==> src/rtl/stepdown_loop_sequencer.sv <==
// rtl/stepdown_loop_sequencer.sv - constant-on-time loop sequencer for the step-down converter
//
// Generates the high-side phase strobe (Tstate) and low-side enable (lo_on) with
// soft-start, dead time, min-off time, cycle-by-cycle current limit and OCP fault latch.
//
// Ports:
//   clk      in   loop clock
//   rst      in   asynchronous reset, active high
//   en       in   converter enable
//   fb_low   in   feedback comparator, 1 = output below target
//   ilim     in   cycle-by-cycle current limit comparator
//   ton_cfg  in   target on-time in cycles (floored at TON_MIN)
//   Tstate   out  high-side on
//   lo_on    out  low-side on
//   ss_done  out  soft-start complete
//   fault    out  over-current fault latched
//   state_o  out  encoded FSM state
module stepdown_loop_sequencer #(
  parameter int CNT_W    = 8,
  parameter int TON_MIN  = 4,
  parameter int TOFF_MIN = 4,
  parameter int DEAD     = 2,
  parameter int BLANK    = 2,
  parameter int OCP_N    = 4
) (
  input  logic             clk,
  input  logic             rst,
  input  logic             en,
  input  logic             fb_low,
  input  logic             ilim,
  input  logic [CNT_W-1:0] ton_cfg,
  output logic             Tstate,
  output logic             lo_on,
  output logic             ss_done,
  output logic             fault,
  output logic [2:0]       state_o
);

  typedef enum logic [2:0] {
    IDLE  = 3'd0,
    ON    = 3'd1,
    DT1   = 3'd2,
    OFF   = 3'd3,
    DT2   = 3'd4,
    FAULT = 3'd5
  } state_t;

  localparam int OCP_W = $clog2(OCP_N + 1);
  localparam logic [CNT_W-1:0] TON_MIN_C = CNT_W'(TON_MIN);
  localparam logic [CNT_W-1:0] DEAD_END  = CNT_W'(DEAD - 1);
  localparam logic [CNT_W-1:0] TOFF_END  = CNT_W'(TOFF_MIN - 1);
  localparam logic [CNT_W-1:0] BLANK_C   = CNT_W'(BLANK);
  localparam logic [OCP_W-1:0] OCP_C     = OCP_W'(OCP_N);

  state_t             state, state_n;
  logic [CNT_W-1:0]   cnt, cnt_n;
  logic [CNT_W-1:0]   ss_ton, ss_ton_n;
  logic [CNT_W-1:0]   ton_eff, ton_eff_n;
  logic [OCP_W-1:0]   ocp_cnt, ocp_n;
  logic               ss_done_n;
  logic               on_exit;
  logic [CNT_W-1:0]   ton_pick, ton_calc;

  always_comb begin
    state_n   = state;
    cnt_n     = cnt;
    ss_ton_n  = ss_ton;
    ton_eff_n = ton_eff;
    ocp_n     = ocp_cnt;
    ss_done_n = ss_done;
    on_exit   = 1'b0;
    ton_pick  = (ton_cfg < ss_ton) ? ton_cfg : ss_ton;
    ton_calc  = (ton_pick < TON_MIN_C) ? TON_MIN_C : ton_pick;

    case (state)
      IDLE: begin
        if (en && fb_low) begin
          state_n  = DT2;
          cnt_n    = '0;
          ss_ton_n = TON_MIN_C;
        end
      end
      DT2: begin
        if (cnt == DEAD_END) begin
          state_n   = ON;
          cnt_n     = '0;
          ton_eff_n = ton_calc;
        end else begin
          cnt_n = cnt + 1'b1;
        end
      end
      ON: begin
        // A limit hit past blanking wins over a coincident normal end so it is
        // still counted toward the fault latch.
        if (ilim && (cnt >= BLANK_C)) begin
          state_n = DT1;
          cnt_n   = '0;
          ocp_n   = ocp_cnt + 1'b1;
          on_exit = 1'b1;
        end else if (cnt == ton_eff - 1'b1) begin
          state_n = DT1;
          cnt_n   = '0;
          ocp_n   = '0;
          on_exit = 1'b1;
        end else begin
          cnt_n = cnt + 1'b1;
        end
      end
      DT1: begin
        if (cnt == DEAD_END) begin
          state_n = (ocp_cnt == OCP_C) ? FAULT : OFF;
          cnt_n   = '0;
        end else begin
          cnt_n = cnt + 1'b1;
        end
      end
      OFF: begin
        // cnt saturates at the end of the min-off window so a long wait never wraps.
        if ((cnt >= TOFF_END) && fb_low) begin
          state_n = DT2;
          cnt_n   = '0;
        end else if (cnt < TOFF_END) begin
          cnt_n = cnt + 1'b1;
        end
      end
      FAULT: begin
        state_n = FAULT;
      end
      default: begin
        state_n = IDLE;
      end
    endcase

    // ss_done looks at the on-time just finished, so it rises after the first
    // full-length pulse rather than after the ramp step that reaches ton_cfg.
    if (on_exit) begin
      if (ss_ton >= ton_cfg) ss_done_n = 1'b1;
      if (ss_ton < ton_cfg)  ss_ton_n  = ss_ton + 1'b1;
    end

    if (!en) state_n = IDLE;

    if (state_n == IDLE) begin
      cnt_n     = '0;
      ss_ton_n  = '0;
      ton_eff_n = '0;
      ocp_n     = '0;
      ss_done_n = 1'b0;
    end
  end

  always_ff @(posedge clk or posedge rst) begin
    if (rst) begin
      state   <= IDLE;
      cnt     <= '0;
      ss_ton  <= '0;
      ton_eff <= '0;
      ocp_cnt <= '0;
      ss_done <= 1'b0;
      Tstate  <= 1'b0;
      lo_on   <= 1'b0;
      fault   <= 1'b0;
    end else begin
      state   <= state_n;
      cnt     <= cnt_n;
      ss_ton  <= ss_ton_n;
      ton_eff <= ton_eff_n;
      ocp_cnt <= ocp_n;
      ss_done <= ss_done_n;
      Tstate  <= (state_n == ON);
      lo_on   <= (state_n == OFF);
      fault   <= (state_n == FAULT);
    end
  end

  assign state_o = state;

endmodule

==> config.mk <==
export PLATFORM = sky130hd
export DESIGN_NAME = stepdown_loop_sequencer
export DESIGN_NICKNAME = d
export VERILOG_FILES = /design/src/rtl/stepdown_loop_sequencer.sv
export SDC_FILE = /design/constraint.sdc
export NUM_CORES = 1
export LEC_CHECK = 0
export CORE_UTILIZATION = 58
export CTS_CLUSTER_SIZE = 10
export DETAILED_ROUTE_END_ITERATION = 8
export GPL_TIMING_DRIVEN = 0
export PLACE_DENSITY_LB_ADDON = 0.3
export SLEW_MARGIN = 20
export SYNTH_ARGS = -nofsm -noshare
export SYNTH_HDL_FRONTEND = slang
export SYNTH_SLANG_ARGS = --single-unit
==> constraint.sdc <==
create_clock -name clk -period 3.3 [get_ports clk]
set_clock_uncertainty 0.05 [all_clocks]
set_input_delay 0.33 -clock clk [delete_from_list [all_inputs] [get_ports clk]]
set_output_delay 0.33 -clock clk [all_outputs]
set_load 0.05 [all_outputs]
* After elaboration in Yosys (flattened, before gate mapping)
Index checks and enable logic that the tools add are counted.
Operators by class: $add $sub $neg 4, magnitude comparators 7, equality and inequality tests 13, muxes and demuxes 37, reduce and logical (&&, ||, !) cells 17
Operators by type and width (number):
- 8-bit two-way mux | 17
- 3-bit two-way mux | 12
- 8-bit one-hot mux with 4 select lines | 1
- 3-bit one-hot mux with 6 select lines | 1
- 8-bit by 1-bit adder with 8-bit output (second input constant) | 2
- 8-bit by 2-bit >= comparator with 1-bit output (second input constant) | 2
- 8-bit < comparator | 2
- 3-bit == test (second input constant) | 4
- 2-bit nonzero test | 5
- 3-bit by 2-bit == test with 1-bit output (second input constant) | 3
- 8-bit by 1-bit == test with 1-bit output (second input constant) | 1
- 8-bit == test | 1
- 8-bit >= comparator | 1
- 8-bit by 2-bit < comparator with 1-bit output (second input constant) | 1
- 8-bit by 3-bit < comparator with 1-bit output (second input constant) | 1
- 8-bit by 1-bit subtractor with 8-bit output (second input constant) | 1
- 3-bit by 1-bit == test with 1-bit output (second input constant) | 2
- 3-bit zero test | 2
- 1-bit two-way mux | 6
- 2-bit AND reduction | 3
- 5-bit nonzero test | 1
- 4-bit != test (second input constant) | 1
- 3-bit by 1-bit adder with 3-bit output (second input constant) | 1
- 1-bit logical AND | 3
- other kinds (4) | 4
Word-level totals: register bits after elaboration 34, input bits 13, output and inout port bits 7, word-level logic and storage cells 87

* Depth between registers and ports, before layout
Gate-level depths: netlist of run 1.
word-level depth 9, gate-level depth with buffers 10, gate-level depth less buffers 9

* Worst setup path before layout of run 1
Ideal clock, no wire load.
kind register -> register, start point register ton_eff[0], end point register ss_ton[7], setup time 137 ps, data arrival time 2115 ps, data required time 3113 ps, slack 999 ps, stages on the path, launching flop included 11, path buffers 1, clock period less this slack 2301 ps, path through dfrtp_1 inv_1 ha_1 and2_1 o21a_1 o31a_1 nor4_4 o21ai_2 buf_2 o311ai_0 a21oi_1
On the way: longest elaborated chain between the ends 8, elaborated cells between the ends (all ways) 12, those cells by class add/sub: 1; eq/ne: 1; mux: 9; reduce/logical: 1
Ends and longest elaborated chain:
- start, declared | line 58 | logic [CNT_W-1:0] ton_eff, ton_eff_n;
- start signal, assigned | line 167 | ton_eff <= ton_eff_n;
- 8-bit by 1-bit subtractor with 8-bit output * | line 100 | end else if (cnt == ton_eff - 1'b1) begin
- 8-bit == test * | line 100
- 3-bit two-way mux | line 100
- 3-bit two-way mux | line 95 | if (ilim && (cnt >= BLANK_C)) begin
- 3-bit one-hot mux with 6 select lines | line 75 | case (state)
- 3-bit two-way mux | line 141 | if (!en) state_n = IDLE;
- 3-bit zero test | line 143 | if (state_n == IDLE) begin
- 8-bit two-way mux * | line 143
- via ss_ton_n[7] | line 57 | logic [CNT_W-1:0] ss_ton, ss_ton_n;
- end signal, assigned | line 166 | ss_ton <= ss_ton_n;
- end, declared | line 57
Mark *: on every way through the listed nets, which the timed path passes. The rest lies on a longest branch. A chain may end at the register's enable or synchronous reset.

* Worst setup path in the final report of run 1
start point register ton_eff[0], end point register cnt[3]
On the way: longest elaborated chain between the ends 9, elaborated cells between the ends (all ways) 15, those cells by class add/sub: 1; eq/ne: 3; mux: 8; reduce/logical: 3
Ends and longest elaborated chain:
- 8-bit by 1-bit subtractor with 8-bit output * | line 100
- 8-bit == test * | line 100
- 3-bit two-way mux | line 100
- 3-bit two-way mux | line 95
- 3-bit one-hot mux with 6 select lines | line 75
- 3-bit two-way mux | line 141
- 3-bit zero test | line 143
- 4-bit != test (no line), or another cell as far along
- 3-bit AND reduction (no line)
- end signal, assigned | line 165 | cnt <= cnt_n;
- end, declared | line 56 | logic [CNT_W-1:0] cnt, cnt_n;
Every way passes the cells marked *; elsewhere a longest branch is shown, timed or not.

==> impl_results.md, run 1 <==
* Pint at 0.7514 mW
* Clk network pwr share at 0.481
* Drt first pass iters at 4
* Hold Worst Slack at 0.4172 ns
* Largest net degree at the start of global routing at 35
* CTS Buf Count at 5
* CP Data Arrival Time at 2.85 ns
* Nets at 336
* Combinational share of power at 0.085
* Crit path launch type: flip-flop
* Sequential area share after synthesis at 0.3619
* Width of the die at 65.67 um
* Final Hold Violating Endpoints at 0
* Setup crit end kind: flip-flop
* Clock buffer depth at 2
* Setup_tns at 0 ns
* Buffers on Ports at 19
* Synthesized net count at 310
* Leakage power at 1.209 nW
* Avg Vias per Cell at 6.190
* Floorplan core area at 3771 sq um
* Post-CTS setup buffer count at 0
* Crit-path slowest cell: o311ai_0
* Required @ worst endpoint at 3.41 ns
* Top-level I/O count at 20
* Cts repair resizes at 0
* Warnings, synthesis at 0
* Switch share at 0.2256
* Total power divided by cell area at 354.3 nW/um^2
* Cells after Synth at 282
* Drt first-iter violations at 159
* Starting Density at 0.6234
* Distinct cells, synth at 46
* Row count at 22
* First-pass GRT wire length at 9466 um
* Yosys reg bits at 34
* Dominant synthesized flop cell: dfrtp_1
* Worst-Margin Slew at 0.7091 ns
* Number of diodes at 0
* Tmin final at 2.743 ns
* Clock Sinks at 34
* Slew headroom at 0.5266
* Initial antenna violation count at 0
* Critical path type: reg2reg
* Sequential share of power at 0.434
* Die Height at 65.67 um
* Most frequent cells in the layout: nor2_1, dfrtp_1, a21oi_1
* Routed len/inst at 15.34 um
* Hold WC Path Type: in2async
* Worst R2R Start: ton_eff[0]
* Worst-path clk slew at 0.08 ns
* Max-slew violations at 0
* Worst path most repeated cell: a21oi_1
* Final period utilization at 0.8311
* Peak VDD IR at 0.0002395 V
* NetSw at 0.2189 mW
* GR Util All Layers at 0.2853
* Layout area overhead at 16.50%
* Placer Congestion at 0.9366
* DRC viols at 0
* CTS tree: built
* Worst-Skew Late Latency at 0.29 ns
* Largest stage delay on the critical path at 0.46 ns
* Run status: finished, final reports clean
* CP startpoint: ton_eff[0]
* Pre-CTS setup slack at 0.5318 ns
* DIE AREA at 4312 sq um
* CP Cell Sequence: inv_1 > ha_1 > and2_1 > o21a_1 > o31a_1 > o311ai_0 > a21oi_1 > a21oi_1 > nor2_1
* Worst Slack Setup Final at 0.5574 ns
* CTS Hold Bufs at 0
* Via count at 2210
* Max cap viols at 0
* Syn Area/Cell at 8.337 sq um
* CTS root buf: clkbuf_8
* RSZ-0062 raised after global routing: false
* Endpoints failing setup at 0
* Ys async rst share at 1.000
* Critical-path maximum fanout at 6
* Total Wirelength at 5478 um
* DP Wirelength at 3979 um
* CTS HTree Levels at 2
* Vias in the first global route at 2163
* Total power at 0.9703 mW
* Fmax at 0.3646 GHz
* Total gr overflow at 0
* Commonest non-fill, non-tap cell in the layout: nor2_1
* Post-route ant nets at 0
* Post-synth EDFFs at 0
* Mapped Area at 2351 sq um
* Share of cells above drive strength 1 at 0.05178
kinds of logic (layout without fill, tap and decap cells):
logic type / count (synthesis) / after routing / synth area share
AO/OA/AOI/OAI: 72 / 72 / 0.1889
XOR/XNOR: 14 / 14 / 0.05215
adder cells (fa/ha/maj): 15 / 15 / 0.07983
buffers and inverters: 28 / 55 / 0.04524
flip-flops: 34 / 34 / 0.3619
multiplexers: 3 / 3 / 0.01277
AND/OR/NAND/NOR: 116 / 116 / 0.2592
power by group through the flow:
| stage | combinational [mW] | sequential, mW | clock (mW) |
|---|---|---|---|
| after global routing | 0.0917 | 0.422 | 0.485 |
| after detailed placement | 0.0810 | 0.429 | 0 |
| final | 0.0820 | 0.422 | 0.467 |
| after floorplan | 0.0453 | 0.432 | 0 |
| after global placement | 0.0801 | 0.430 | 0 |
| after CTS | 0.0817 | 0.421 | 0.470 |
synth_stat cells (all sizes together), types with 2 or more instances:
| library cell | number | share of area |
|---|---|---|
| nand4 | 8 | 0.021 |
| a21oi | 31 | 0.066 |
| o21a | 3 | 0.0096 |
| nand4b | 2 | 0.0075 |
| or4 | 3 | 0.0096 |
| or2 | 2 | 0.0053 |
| nand2b | 3 | 0.0080 |
| xnor2 | 4 | 0.015 |
| ha | 15 | 0.080 |
| dfrtp | 34 | 0.36 |
| nor4 | 4 | 0.017 |
| mux2i | 3 | 0.013 |
| o311ai | 3 | 0.011 |
| xor2 | 10 | 0.037 |
| nor3 | 8 | 0.022 |
| or3 | 3 | 0.0080 |
| a211oi | 2 | 0.0064 |
| inv | 21 | 0.034 |
| o211ai | 5 | 0.016 |
| nand3 | 15 | 0.032 |
| o31ai | 3 | 0.012 |
| and2 | 4 | 0.011 |
| nor2b | 3 | 0.0080 |
| nor2 | 35 | 0.056 |
| nand2 | 17 | 0.027 |
| clkbuf | 6 | 0.0096 |
| and3 | 5 | 0.013 |
| o21ai | 17 | 0.038 |
critical path: cells and delay by family (launching register included):
family / cells / cell delay [ns]
simple gates: 2 / 0.31
flops: 1 / 0.45
compound gates: 5 / 1.52
fa+ha+maj: 1 / 0.22
buf+inv: 1 / 0.07
flip-flops by register name, indices dropped and copies added (netlist names):
name	cells
Tstate	1
cnt	8
fault	1
lo_on	1
ocp_cnt	3
ss_done	1
ss_ton	8
state_o	3
ton_eff	8
through the flow:
step / area [sq um] / util / std cells
finish: 2739 / 0.7263 / 357
global route: 2739 / 0.7263 / 357
CTS: 2739 / 0.7263 / 357
detailed placement: 2601 / 0.6898 / 349
global placement: 2601 / 0.6898 / 349
floorplan: 2351 / - / 282
per-layer routing:
metal | GRT usage | vias up | routed length, um
li1 | - | 1074 | -
met1 | 0.3692 | 1054 | 2425
met2 | 0.4668 | 68 | 2622
met3 | 0.05556 | 14 | 341
met4 | 0.1087 | 0 | 88
met5 | 0 | - | 0
final cells by class:
cell class	count	area [sq um]
multi-input cells	220	1394
fillers	302	1032
flip-flops and latches	34	850.8
repair buffers	19	190.2
inverters	21	78.83
clock buffers	5	68.82
clock inverters	3	68.82
well taps	48	60.06
plain buffers	7	27.53
final timing paths:
check | end | slack, ns | cells past startpoint
max in group asynchronous | state_o[2] | 2.32 | 2
min in group clk | ss_done | 0.46 | 1
hold reg to reg | ss_done | 0.46 | 1
hold / removal | ss_ton[2] | 0.42 | 2
setup / recovery | cnt[3] | 0.56 | 9
setup reg to reg | cnt[3] | 0.56 | 9
No activity file was read; power rests on OpenSTA's default activity.
==> run 2, diff against run 1 <==
clock period = 2.7 ns   (was 3.3 ns; I/O delays follow)
==> run 2 against run 1 <==
Compared with the run above:
- clock power rose by 22%
- die area did not move
- hold slack got worse by 0.065 ns
- first-iteration DRC count rose by 42%
- total power rose by 23%
- sequential power rose by 22%
- sequential cell count did not move
- wire length rose by 1.7%
- combinational power rose by 24%
- core utilization rose by 0.60 points
- sequential share of layout area fell by 0.21 points
- global-route usage rose by 0.19 points
- largest power group unchanged
==> impl_results.md, run 2 (synthesized netlist as in run 1, its figures left out) <==
* CP Cell Sequence: inv_1 > ha_1 > and2_1 > o21a_1 > o31a_1 > nor4_4 > o21ai_2 > buf_2 > o311ai_0 > a21oi_1 (was inv_1 > ha_1 > and2_1 > o21a_1 > o31a_1 > o311ai_0 > a21oi_1 > a21oi_1 > nor2_1)
* Routed len/inst at 15.56 um (was 15.34 um)
* Fmax at 0.3923 GHz (was 0.3646 GHz)
* Row count at 22 (unchanged)
* Post-route ant nets at 0 (unchanged)
* Endpoints failing setup at 0 (unchanged)
* Critical path type: reg2reg (unchanged)
* Starting Density at 0.6234 (unchanged)
* Nets at 337 (was 336)
* Most frequent cells in the layout: nor2_1, dfrtp_1, a21oi_1 (unchanged)
* CTS Buf Count at 5 (unchanged)
* Post-DP Area at 2601 sq um (unchanged)
* Required @ worst endpoint at 2.81 ns (was 3.41 ns)
* Drt first pass iters at 4 (unchanged)
* Max cap viols at 0 (unchanged)
* Clock Sinks at 34 (unchanged)
* Total power divided by cell area at 430.8 nW/um^2 (was 354.3 nW/um^2)
* Placer Congestion at 0.9366 (unchanged)
* Largest net degree at the start of global routing at 35 (unchanged)
* CTS root buf: clkbuf_8 (unchanged)
* Pint at 0.9189 mW (was 0.7514 mW)
* Leakage power at 1.218 nW (was 1.209 nW)
* Sequential share of power at 0.433 (was 0.434)
* Drt first-iter violations at 225 (was 159)
* Clk network pwr share at 0.481 (about the same)
* Peak VDD IR at 0.0002940 V (was 0.0002395 V)
* Buffers on Ports at 19 (unchanged)
* Worst-path clk slew at 0.08 ns (about the same)
* Total gr overflow at 0 (unchanged)
* Top-level I/O count at 20 (unchanged)
* NetSw at 0.2706 mW (was 0.2189 mW)
* DR top layer: met4 (unchanged)
* M1 WL at 2492 um (was 2425 um)
* Run status: finished, final reports clean (unchanged)
* Final Hold Violating Endpoints at 0 (unchanged)
* Worst-Skew Late Latency at 0.29 ns (about the same)
* Crit-path slowest cell: dfrtp_2 (was o311ai_0)
* Worst-Margin Slew at 0.6959 ns (was 0.7091 ns)
* Metal2 WL at 2678 um (was 2622 um)
* GR Util All Layers at 0.2872 (was 0.2853)
* Critical-path maximum fanout at 10 (was 6)
* Clock buffer depth at 2 (unchanged)
* Setup crit end kind: flip-flop (unchanged)
* Switch share at 0.2275 (was 0.2256)
* Max-slew violations at 0 (unchanged)
* Tmin final at 2.549 ns (was 2.743 ns)
* Total Wirelength at 5571 um (was 5478 um)
* Hold WC Path Type: in2async (unchanged)
* CTS HTree Levels at 2 (unchanged)
* DIE AREA at 4312 sq um (unchanged)
* Largest stage delay on the critical path at 0.42 ns (was 0.46 ns)
* CTS tree: built (unchanged)
* Die Height at 65.67 um (unchanged)
* Floorplan core area at 3771 sq um (unchanged)
* Combinational share of power at 0.086 (was 0.085)
* Via count at 2243 (was 2210)
* Wire length on met3 at 323 um (was 341 um)
* Final Cell Area at 2761 sq um (was 2739 sq um)
* Number of diodes at 0 (unchanged)
* Setup_tns at 0 ns (unchanged)
* Largest registers: cnt x8, ss_ton x8, ton_eff x8 (unchanged)
* Placed cell count at 349 (unchanged)
* Final period utilization at 0.9441 (was 0.8311)
* Avg Vias per Cell at 6.265 (was 6.190)
* Slew headroom at 0.5354 (was 0.5266)
* Width of the die at 65.67 um (unchanged)
* CTS Hold Bufs at 0 (unchanged)
* First-pass GRT wire length at 9522 um (was 9466 um)
* Commonest non-fill, non-tap cell in the layout: nor2_1 (unchanged)
* DP Wirelength at 3979 um (unchanged)
* CP Data Arrival Time at 2.66 ns (was 2.85 ns)
* Total power at 1.189 mW (was 0.9703 mW)
* Final cell count without fillers at 358 (was 357)
* Initial antenna violation count at 0 (unchanged)
* DRC viols at 0 (unchanged)
* Vias in the first global route at 2179 (was 2163)
* Share of cells above drive strength 1 at 0.06452 (was 0.05178)
* Layout area overhead at 17.46% (was 16.50%)
* RSZ-0062 raised after global routing: false (unchanged)
* Fillers at 300 (was 302)
* Crit path launch type: flip-flop (unchanged)
run 2: cell type report:
cell class / instances / area [sq um] / share of cell area
inverters: 21 / 78.83 / 0.02855
clock buffers: 5 / 68.82 / 0.02492
flip-flops and latches: 34 / 852.1 / 0.3086
repair buffers: 20 / 197.7 / 0.07159
plain buffers: 7 / 28.78 / 0.01042
multi-input cells: 220 / 1406 / 0.5093
well taps: 48 / 60.06 / 0.02175
clock inverters: 3 / 68.82 / 0.02492
run 2: routing by layer:
metal / GRT usage / vias to the layer above
li1: - / 1075
met1: 0.3692 / 1075
met2: 0.4732 / 82
met3: 0.05556 / 11
met4: 0.1087 / 0
met5: 0 / -
run 2: worst paths after layout:
path / startpoint / end / slack, ns / cells past startpoint
max: ton_eff[0] / ss_ton[6] / 0.15 / 10
min: rst / ss_ton[2] / 0.35 / 2
max reg2reg: ton_eff[0] / ss_ton[6] / 0.15 / 10
min reg2reg: ss_done / ss_done / 0.46 / 1
max in group asynchronous: rst / ton_eff[0] / 1.76 / 2
min in group clk: ss_done / ss_done / 0.46 / 1
run 2: power by group through the flow:
stage / combinational (mW) / sequential, mW / clock [mW]
finish: 0.102 / 0.515 / 0.572
global route: 0.114 / 0.515 / 0.593
CTS: 0.101 / 0.515 / 0.574
detailed placement: 0.0990 / 0.525 / 0
global placement: 0.0979 / 0.525 / 0
floorplan: 0.0554 / 0.528 / 0
run 2: worst max-delay path, delay by kind of cell, from the launching register on:
kind	cells	cell delay, ns
AO/OA/AOI/OAI	5	0.97
buffers and inverters	2	0.27
flip-flops	1	0.42
AND/OR/NAND/NOR	2	0.48
adder cells (fa/ha/maj)	1	0.21
run 2: what timing repair did:
item / in CTS / in global routing
buffers inserted: 0 / 1
pin swaps: 0 / 1
gates resized for setup: 1 / 6
setup endpoints to repair: 6 / 12
run 2: per-stage QoR:
stage	utilization	setup WS (ns)	hold slack [ns]
CTS	0.7273	0.05262	0.3804
global placement	0.6898	0.01988	0.4387
global route	0.7323	0.01734	0.4339
finish	0.7323	0.1508	0.3526
detailed placement	0.6898	-0.02652	0.4424
floorplan	-	0.3987	0.3616
